## src/rtl/risc_mgmt_pkg.sv

```systemverilog
// Shared types for the risc_mgmt extension memory channel: responder FSM
// states, the latched request record and the byte-enable alignment rule.
package risc_mgmt_pkg;

    localparam int MEM_ADDR_W = 32;
    localparam int MEM_DATA_W = 32;
    localparam int MEM_BEN_W  = MEM_DATA_W / 8;

    // Responder states: waiting, bus transfer issued, completion pulse, error pulse
    typedef enum logic [1:0] {
        IDLE = 2'd0,
        REQ  = 2'd1,
        DONE = 2'd2,
        ERR  = 2'd3
    } mem_resp_state_t;

    // Copy of the initiator request taken when the bus is granted, so the
    // initiator may change its inputs while the transfer is in flight.
    typedef struct packed {
        logic [MEM_ADDR_W-1:0] addr;
        logic [MEM_DATA_W-1:0] wdata;
        logic [MEM_BEN_W-1:0]  ben;
        logic                  is_store;
    } mem_req_t;

    // Address must be aligned to the span covered by the byte enables:
    // full word needs addr[1:0]==0, either halfword needs addr[0]==0.
    // Single-byte and other patterns carry no alignment constraint.
    function automatic logic ben_aligned(input logic [1:0]           addr_lo,
                                         input logic [MEM_BEN_W-1:0] ben);
        logic ok;
        ok = 1'b1;
        if (ben == 4'b1111) begin
            ok = (addr_lo == 2'b00);
        end else if ((ben == 4'b0011) || (ben == 4'b1100)) begin
            ok = (addr_lo[0] == 1'b0);
        end
        return ok;
    endfunction

endpackage

```

## src/rtl/risc_mgmt_mem_responder_if.sv

```systemverilog
// Extension memory channel between an extension memory stage (master,
// raises requests) and the responder (slave, returns busy/load/err).
interface risc_mgmt_mem_responder_if #(
    parameter int ADDR_W = 32,
    parameter int DATA_W = 32
);
    logic                  ren;
    logic                  wen;
    logic [ADDR_W-1:0]     addr;
    logic [DATA_W-1:0]     store;
    logic [DATA_W/8-1:0]   ben;
    logic                  busy;
    logic [DATA_W-1:0]     load;
    logic                  err;

    // Initiator side: holds ren/wen until busy drops
    modport master (
        output ren, wen, addr, store, ben,
        input  busy, load, err
    );

    // Responder side
    modport slave (
        input  ren, wen, addr, store, ben,
        output busy, load, err
    );
endinterface

```

## src/rtl/risc_mgmt_mem_responder.sv

```systemverilog
// Responder end of the risc_mgmt extension memory channel. Takes a load or
// store from an extension memory stage, waits until the core pipeline is not
// using the data bus, issues the transfer from a latched copy, holds the
// initiator busy until the bus completes, then returns load data (DONE) or
// a one-cycle error (ERR) for bad requests and bus timeouts.
module risc_mgmt_mem_responder
    import risc_mgmt_pkg::*;
#(
    parameter int ADDR_W      = MEM_ADDR_W,
    parameter int DATA_W      = MEM_DATA_W,
    parameter int TIMEOUT_CYC = 255
) (
    input  logic                    clk,
    input  logic                    rst,
    risc_mgmt_mem_responder_if.slave ext_mem,
    input  logic                    core_mem_req,
    output logic [ADDR_W-1:0]       dbus_addr,
    output logic [DATA_W-1:0]       dbus_wdata,
    output logic                    dbus_ren,
    output logic                    dbus_wen,
    output logic [DATA_W/8-1:0]     dbus_ben,
    input  logic                    dbus_busy,
    input  logic [DATA_W-1:0]       dbus_rdata
);

    // Counter is at least 8 bits and wide enough to reach TIMEOUT_CYC
    localparam int CNT_NEED = $clog2(TIMEOUT_CYC + 1);
    localparam int CNT_W    = (CNT_NEED > 8) ? CNT_NEED : 8;
    localparam logic [CNT_W-1:0] TIMEOUT_VAL = CNT_W'(TIMEOUT_CYC);
    localparam bit TIMEOUT_EN = (TIMEOUT_CYC != 0);

    mem_resp_state_t    state_reg, state_next;
    mem_req_t           req_reg, req_next;
    logic [DATA_W-1:0]  load_reg, load_next;
    logic [CNT_W-1:0]   cnt_reg, cnt_next;

    logic               req_present;
    logic               req_bad;
    logic [CNT_W-1:0]   req_cycles;
    logic               busy_c;
    logic               err_c;
    logic [DATA_W-1:0]  load_c;

    assign req_present = ext_mem.ren | ext_mem.wen;
    // Both strobes at once or a misaligned access never reaches the bus
    assign req_bad     = (ext_mem.ren & ext_mem.wen) |
                         ~ben_aligned(ext_mem.addr[1:0], ext_mem.ben);
    // REQ cycles including the current one; saturates instead of wrapping
    assign req_cycles  = (cnt_reg == '1) ? cnt_reg : cnt_reg + 1'b1;

    // State, request latch, load data and timeout counter; reset abandons any transfer
    always_ff @(posedge clk or posedge rst) begin
        if (rst) begin
            state_reg <= IDLE;
            req_reg   <= '0;
            load_reg  <= '0;
            cnt_reg   <= '0;
        end else begin
            state_reg <= state_next;
            req_reg   <= req_next;
            load_reg  <= load_next;
            cnt_reg   <= cnt_next;
        end
    end

    // Next-state and output decode; bus strobes only ever come from REQ
    always_comb begin
        state_next = state_reg;
        req_next   = req_reg;
        load_next  = load_reg;
        cnt_next   = cnt_reg;
        busy_c     = 1'b0;
        err_c      = 1'b0;
        load_c     = '0;
        dbus_addr  = '0;
        dbus_wdata = '0;
        dbus_ben   = '0;
        dbus_ren   = 1'b0;
        dbus_wen   = 1'b0;

        case (state_reg)
            IDLE: begin
                busy_c = req_present;
                if (req_present) begin
                    if (req_bad) begin
                        state_next = ERR;
                    end else if (!core_mem_req) begin
                        // Core does not want the bus: take the request
                        req_next.addr     = ext_mem.addr;
                        req_next.wdata    = ext_mem.store;
                        req_next.ben      = ext_mem.ben;
                        req_next.is_store = ext_mem.wen;
                        load_next         = '0;
                        cnt_next          = '0;
                        state_next        = REQ;
                    end
                end
            end

            REQ: begin
                // Issued transfer runs to completion; core_mem_req ignored here
                busy_c     = 1'b1;
                dbus_addr  = req_reg.addr;
                dbus_wdata = req_reg.wdata;
                dbus_ben   = req_reg.ben;
                dbus_ren   = ~req_reg.is_store;
                dbus_wen   = req_reg.is_store;
                cnt_next   = req_cycles;
                if (!dbus_busy) begin
                    load_next  = req_reg.is_store ? '0 : dbus_rdata;
                    state_next = DONE;
                end else if (TIMEOUT_EN && (req_cycles == TIMEOUT_VAL)) begin
                    state_next = ERR;
                end
            end

            DONE: begin
                // Initiator sees busy low and treats its held request as consumed
                load_c     = load_reg;
                state_next = IDLE;
            end

            ERR: begin
                err_c      = 1'b1;
                state_next = IDLE;
            end

            default: begin
                state_next = IDLE;
            end
        endcase
    end

    // Busy is combinational from the request in IDLE, so force it low during reset
    assign ext_mem.busy = busy_c & ~rst;
    assign ext_mem.err  = err_c;
    assign ext_mem.load = load_c;

endmodule

```

## src/flat_wrapper.sv

```systemverilog
// flat-port wrapper written by rule: the top's interface ports become plain ports
module risc_mgmt_mem_responder_flat import risc_mgmt_pkg::*;
#(
    parameter int ADDR_W      = MEM_ADDR_W,
    parameter int DATA_W      = MEM_DATA_W,
    parameter int TIMEOUT_CYC = 255
)
  (clk, rst, core_mem_req, dbus_addr, dbus_wdata, dbus_ren, dbus_wen, dbus_ben, dbus_busy, dbus_rdata, ext_mem_ren, ext_mem_wen, ext_mem_addr, ext_mem_store, ext_mem_ben, ext_mem_busy, ext_mem_load, ext_mem_err);
  risc_mgmt_mem_responder_if #(.ADDR_W(ADDR_W), .DATA_W(DATA_W)) ext_mem_i ();
  input  logic clk;
  input  logic rst;
  input  logic core_mem_req;
  output logic [ADDR_W-1:0] dbus_addr;
  output logic [DATA_W-1:0] dbus_wdata;
  output logic dbus_ren;
  output logic dbus_wen;
  output logic [DATA_W/8-1:0] dbus_ben;
  input  logic dbus_busy;
  input  logic [DATA_W-1:0] dbus_rdata;
  input wire logic [$bits(ext_mem_i.ren)-1:0] ext_mem_ren;
  input wire logic [$bits(ext_mem_i.wen)-1:0] ext_mem_wen;
  input wire logic [$bits(ext_mem_i.addr)-1:0] ext_mem_addr;
  input wire logic [$bits(ext_mem_i.store)-1:0] ext_mem_store;
  input wire logic [$bits(ext_mem_i.ben)-1:0] ext_mem_ben;
  output wire logic [$bits(ext_mem_i.busy)-1:0] ext_mem_busy;
  output wire logic [$bits(ext_mem_i.load)-1:0] ext_mem_load;
  output wire logic [$bits(ext_mem_i.err)-1:0] ext_mem_err;
  assign ext_mem_i.ren = ext_mem_ren;
  assign ext_mem_i.wen = ext_mem_wen;
  assign ext_mem_i.addr = ext_mem_addr;
  assign ext_mem_i.store = ext_mem_store;
  assign ext_mem_i.ben = ext_mem_ben;
  assign ext_mem_busy = ext_mem_i.busy;
  assign ext_mem_load = ext_mem_i.load;
  assign ext_mem_err = ext_mem_i.err;
  risc_mgmt_mem_responder #(.ADDR_W(ADDR_W), .DATA_W(DATA_W), .TIMEOUT_CYC(TIMEOUT_CYC)) u_core (.clk(clk), .rst(rst), .ext_mem(ext_mem_i), .core_mem_req(core_mem_req), .dbus_addr(dbus_addr), .dbus_wdata(dbus_wdata), .dbus_ren(dbus_ren), .dbus_wen(dbus_wen), .dbus_ben(dbus_ben), .dbus_busy(dbus_busy), .dbus_rdata(dbus_rdata));
endmodule
```

## config.mk

```make
export PLATFORM = sky130hd
export DESIGN_NAME = risc_mgmt_mem_responder_flat
export DESIGN_NICKNAME = d
export VERILOG_FILES = /design/src/rtl/risc_mgmt_pkg.sv /design/src/rtl/risc_mgmt_mem_responder_if.sv /design/src/rtl/risc_mgmt_mem_responder.sv /design/src/flat_wrapper.sv
export SDC_FILE = /design/constraint.sdc
export NUM_CORES = 1
export LEC_CHECK = 0
export BUFFER_PORTS_ARGS = -buffer_cell sky130_fd_sc_hd__buf_2
export CAP_MARGIN = 5
export CORE_ASPECT_RATIO = 1.1
export CORE_UTILIZATION = 40
export CTS_CLUSTER_DIAMETER = 40
export DETAILED_ROUTE_END_ITERATION = 8
export HOLD_SLACK_MARGIN = 0.06
export PLACE_DENSITY = 0.68
export SETUP_SLACK_MARGIN = 0.3
export SLEW_MARGIN = 20
export SYNTH_ARGS = -nofsm -noshare
export SYNTH_HDL_FRONTEND = slang
export SYNTH_SLANG_ARGS = --single-unit
```

## constraint.sdc

```tcl
create_clock -name clk -period 8 [get_ports clk]
set_clock_uncertainty 0.1 [all_clocks]
set_input_delay 2.4 -clock clk [delete_from_list [all_inputs] [get_ports clk]]
set_output_delay 2.4 -clock clk [all_outputs]
set_load 0.05 [all_outputs]
```

==> results.sh <==
export IMPL_grt_remaining_overflow=0
export IMPL_grt_pass1_wl_um=20100
export IMPL_nFillCells=1129
export IMPL_worstPathRequired_ns=5.50
export IMPL_drtAntennaViolNets=0
export IMPL_final_setup_tns_ns=0
export IMPL_cts_root_buf="clkbuf_16"
export IMPL_num_vias=4013
export IMPL_wl_per_cell_um=15.7
export IMPL_postCtsSetupBuffers=0
export IMPL_antenna_found_initial=0
export IMPL_viasPerCell=5.11
export IMPL_cts_max_level=3
export IMPL_final_instance_count_excl_fill=786
export IMPL_cp_arrival_ns=3.09
export IMPL_synthCells=431
export IMPL_tightestPinTransition_ns=1.06
export IMPL_power_per_cell_area_nw_per_um2=420
export IMPL_synthesis_nets=538
export IMPL_syn_avg_cell_area_um2=12.0
export IMPL_synth_area_um2=5190
export IMPL_layout_commonest_cell="buf_2"
export IMPL_grt_util_all_layers_pct=18.9
export IMPL_reg2reg_slack_ns=5.52
export IMPL_grt_setup_unrepaired="no"
export IMPL_cts_buffers=9
export IMPL_worstSkewPairLatency_ns=0.34
export IMPL_gp_congestion=0.826
export IMPL_synth_main_ff_cell="dfrtp_1"
export IMPL_yosysUniqueCellTypes=40
export IMPL_dp_cells=771
export IMPL_ctsHoldBuffers=0
export IMPL_leakagePower_uw=0.00344
export IMPL_hpwlAfterDp_um=8430
export IMPL_dpl_cell_area_um2=6340
export IMPL_r2r_end="u_core.req_reg[22]"
export IMPL_layout_drive_gt1_share_pct=48.2
export IMPL_ys_warn_count=0
export IMPL_grt_pass1_vias=4034
export IMPL_cts_clk_slew_worst_paths_ns=0.07
export IMPL_async_flop_share_pct=100
export IMPL_grt_max_degree=82
export IMPL_die_w_um=111
export IMPL_worst_path_stages=4
export IMPL_drc=0
export IMPL_antennaDiodeCount=0
export IMPL_final_cell_mix="buf_2 (209), dfrtp_1 (111), and2_1 (102)"
export IMPL_critPathCaptureType="output port"
export IMPL_post_cts_resized=0
export IMPL_cp_max_fo=5
export IMPL_yosysSeqAreaShare_pct=53.5
export IMPL_routed_wl_um=12400
export IMPL_io_pins=210
export IMPL_hold_class="reg -> reg"
export IMPL_cts_tree="yes"
export IMPL_drtIter0Drc=180
export IMPL_drv_cap=0
export IMPL_hold_viol=0
export IMPL_finalCriticalPeriod_ns=5.59
export IMPL_placement_io_buffers=209
export IMPL_start_util_pct=41.1
export IMPL_clock_path_buffers=2
export IMPL_slew_viol_final=0
export IMPL_synth_edf_count=0
export IMPL_fin_nets=732
export IMPL_drtPass1Iterations=4
export IMPL_cp_start_kind="input port"
export IMPL_critPathCapture="ext_mem_busy"
export IMPL_core_area_um2=12600
export IMPL_cp_slowest_stage_delay_ns=0.26
export IMPL_cp_cell_sequence="buf_2 -> nor3_1 -> nor3_1 -> buf_2"
export IMPL_relSlewSlack_pct=29.1
export IMPL_slowest_stage="nor3_1"
export IMPL_fmax_ghz=0.179
export IMPL_setup_viol=0
export IMPL_crit_family="buffers and inverters"
export IMPL_worstPathBufferInverterCount=2
export IMPL_rows=43
export IMPL_ys_ff_latch=111
export IMPL_largest_reg_flops=69
export IMPL_timing_rr_start="u_core.state_reg[1]"
export IMPL_die_h_um=121
export IMPL_status="finished clean"
export IMPL_period_share_pct=69.9
export IMPL_rr_worst_depth=3
export IMPL_areaGrowthSynthToFinish_pct=27.3
export IMPL_stdcell_area_um2=6610
export IMPL_cts_num_sinks=111
export IMPL_peakVddDrop_v=0.000273
export IMPL_fp_dieArea_um2=13400
export IMPL_crit_type="in -> out"
export IMPL_critPathLaunch="ext_mem_wen"
-- kinds of logic after synthesis --
kind of cell,share of synthesized area [%]
and+or+nand+nor,17.0
DFF,53.5
muxes,16.1
AOI/OAI and AO/OA,9.66
buffers and inverters,3.04
xor gates and xnor gates,0.506
adders and majority gates,0.241
-- final cells by class --
type | instances | area, um^2 | share of cell area [%]
Clock buffer | 11 | 243 | 3.67
Clock inverter | 4 | 22.5 | 0.341
Inverter | 4 | 17.5 | 0.265
Multi-Input combinational cell | 286 | 2280 | 34.5
Sequential cell | 111 | 2780 | 42.0
Tap cell | 157 | 196 | 2.97
Timing Repair Buffer | 213 | 1080 | 16.3
-- synth_stat cells, types with 3 or more instances --
master    number  area (um^2)
a21o_1         4         30.0
a21oi_1       11         55.1
a22o_1        32          280
a31oi_1        4         25.0
and2_1       102          638
and4_1         3         26.3
buf_2         11         55.1
clkbuf_1      16         60.1
dfrtp_1      111         2780
inv_1          4         15.0
mux2_2        60          676
mux2_4        10          150
nand2_1        9         33.8
nand2b_1       5         31.3
nand3_1        6         30.0
nor2_1         6         22.5
nor3_1         5         25.0
o21ai_0        3         15.0
xnor2_1        3         26.3
-- per-stage QoR --
step / total power (uW) / setup WS, ns / util (%) / hold slack, ns
2_1_floorplan: 2050 / 2.01 / - / 0.358
3_3_place_gp: 2340 / 2.45 / 50.2 / 0.374
3_5_place_dp: 2380 / 2.41 / 50.2 / 0.374
4_1_cts: 2800 / 2.41 / 52.3 / 0.397
5_1_grt: 2930 / 2.34 / 52.3 / 0.405
6_report: 2770 / 2.41 / 52.3 / 0.396
-- how the worst min path moves through the flow --
stage | startpoint | to | slack (ns) | depth (start not counted)
final | u_core.load_reg[27] | u_core.load_reg[27] | 0.40 | 1
after global routing | u_core.req_reg[3] | u_core.req_reg[3] | 0.40 | 1
after CTS | u_core.load_reg[24] | u_core.load_reg[24] | 0.40 | 1
after detailed placement | u_core.load_reg[28] | u_core.load_reg[28] | 0.37 | 1
after global placement | u_core.load_reg[8] | u_core.load_reg[8] | 0.37 | 1
after floorplan | u_core.load_reg[0] | u_core.load_reg[0] | 0.36 | 1
-- routing by layer --
metal  global-route usage, %  wire length (um)  share of wire, %  vias up
met1                    23.4              5210                42     1994
met4                    8.42               263               2.1        0
li1                        -                 -                 -     1880
met2                    31.7              6300                51      121
met5                       0                 0                 0        -
met3                    4.10               605               4.9       18
-- power by group --
group / total (uW) / internal, uW / switching (uW)
Combinational: 1430 / 475 / 954
Clock: 414 / 217 / 197
Sequential: 931 / 798 / 133
Total: 2770 / 1490 / 1280
(Power assumes the default switching activity.)
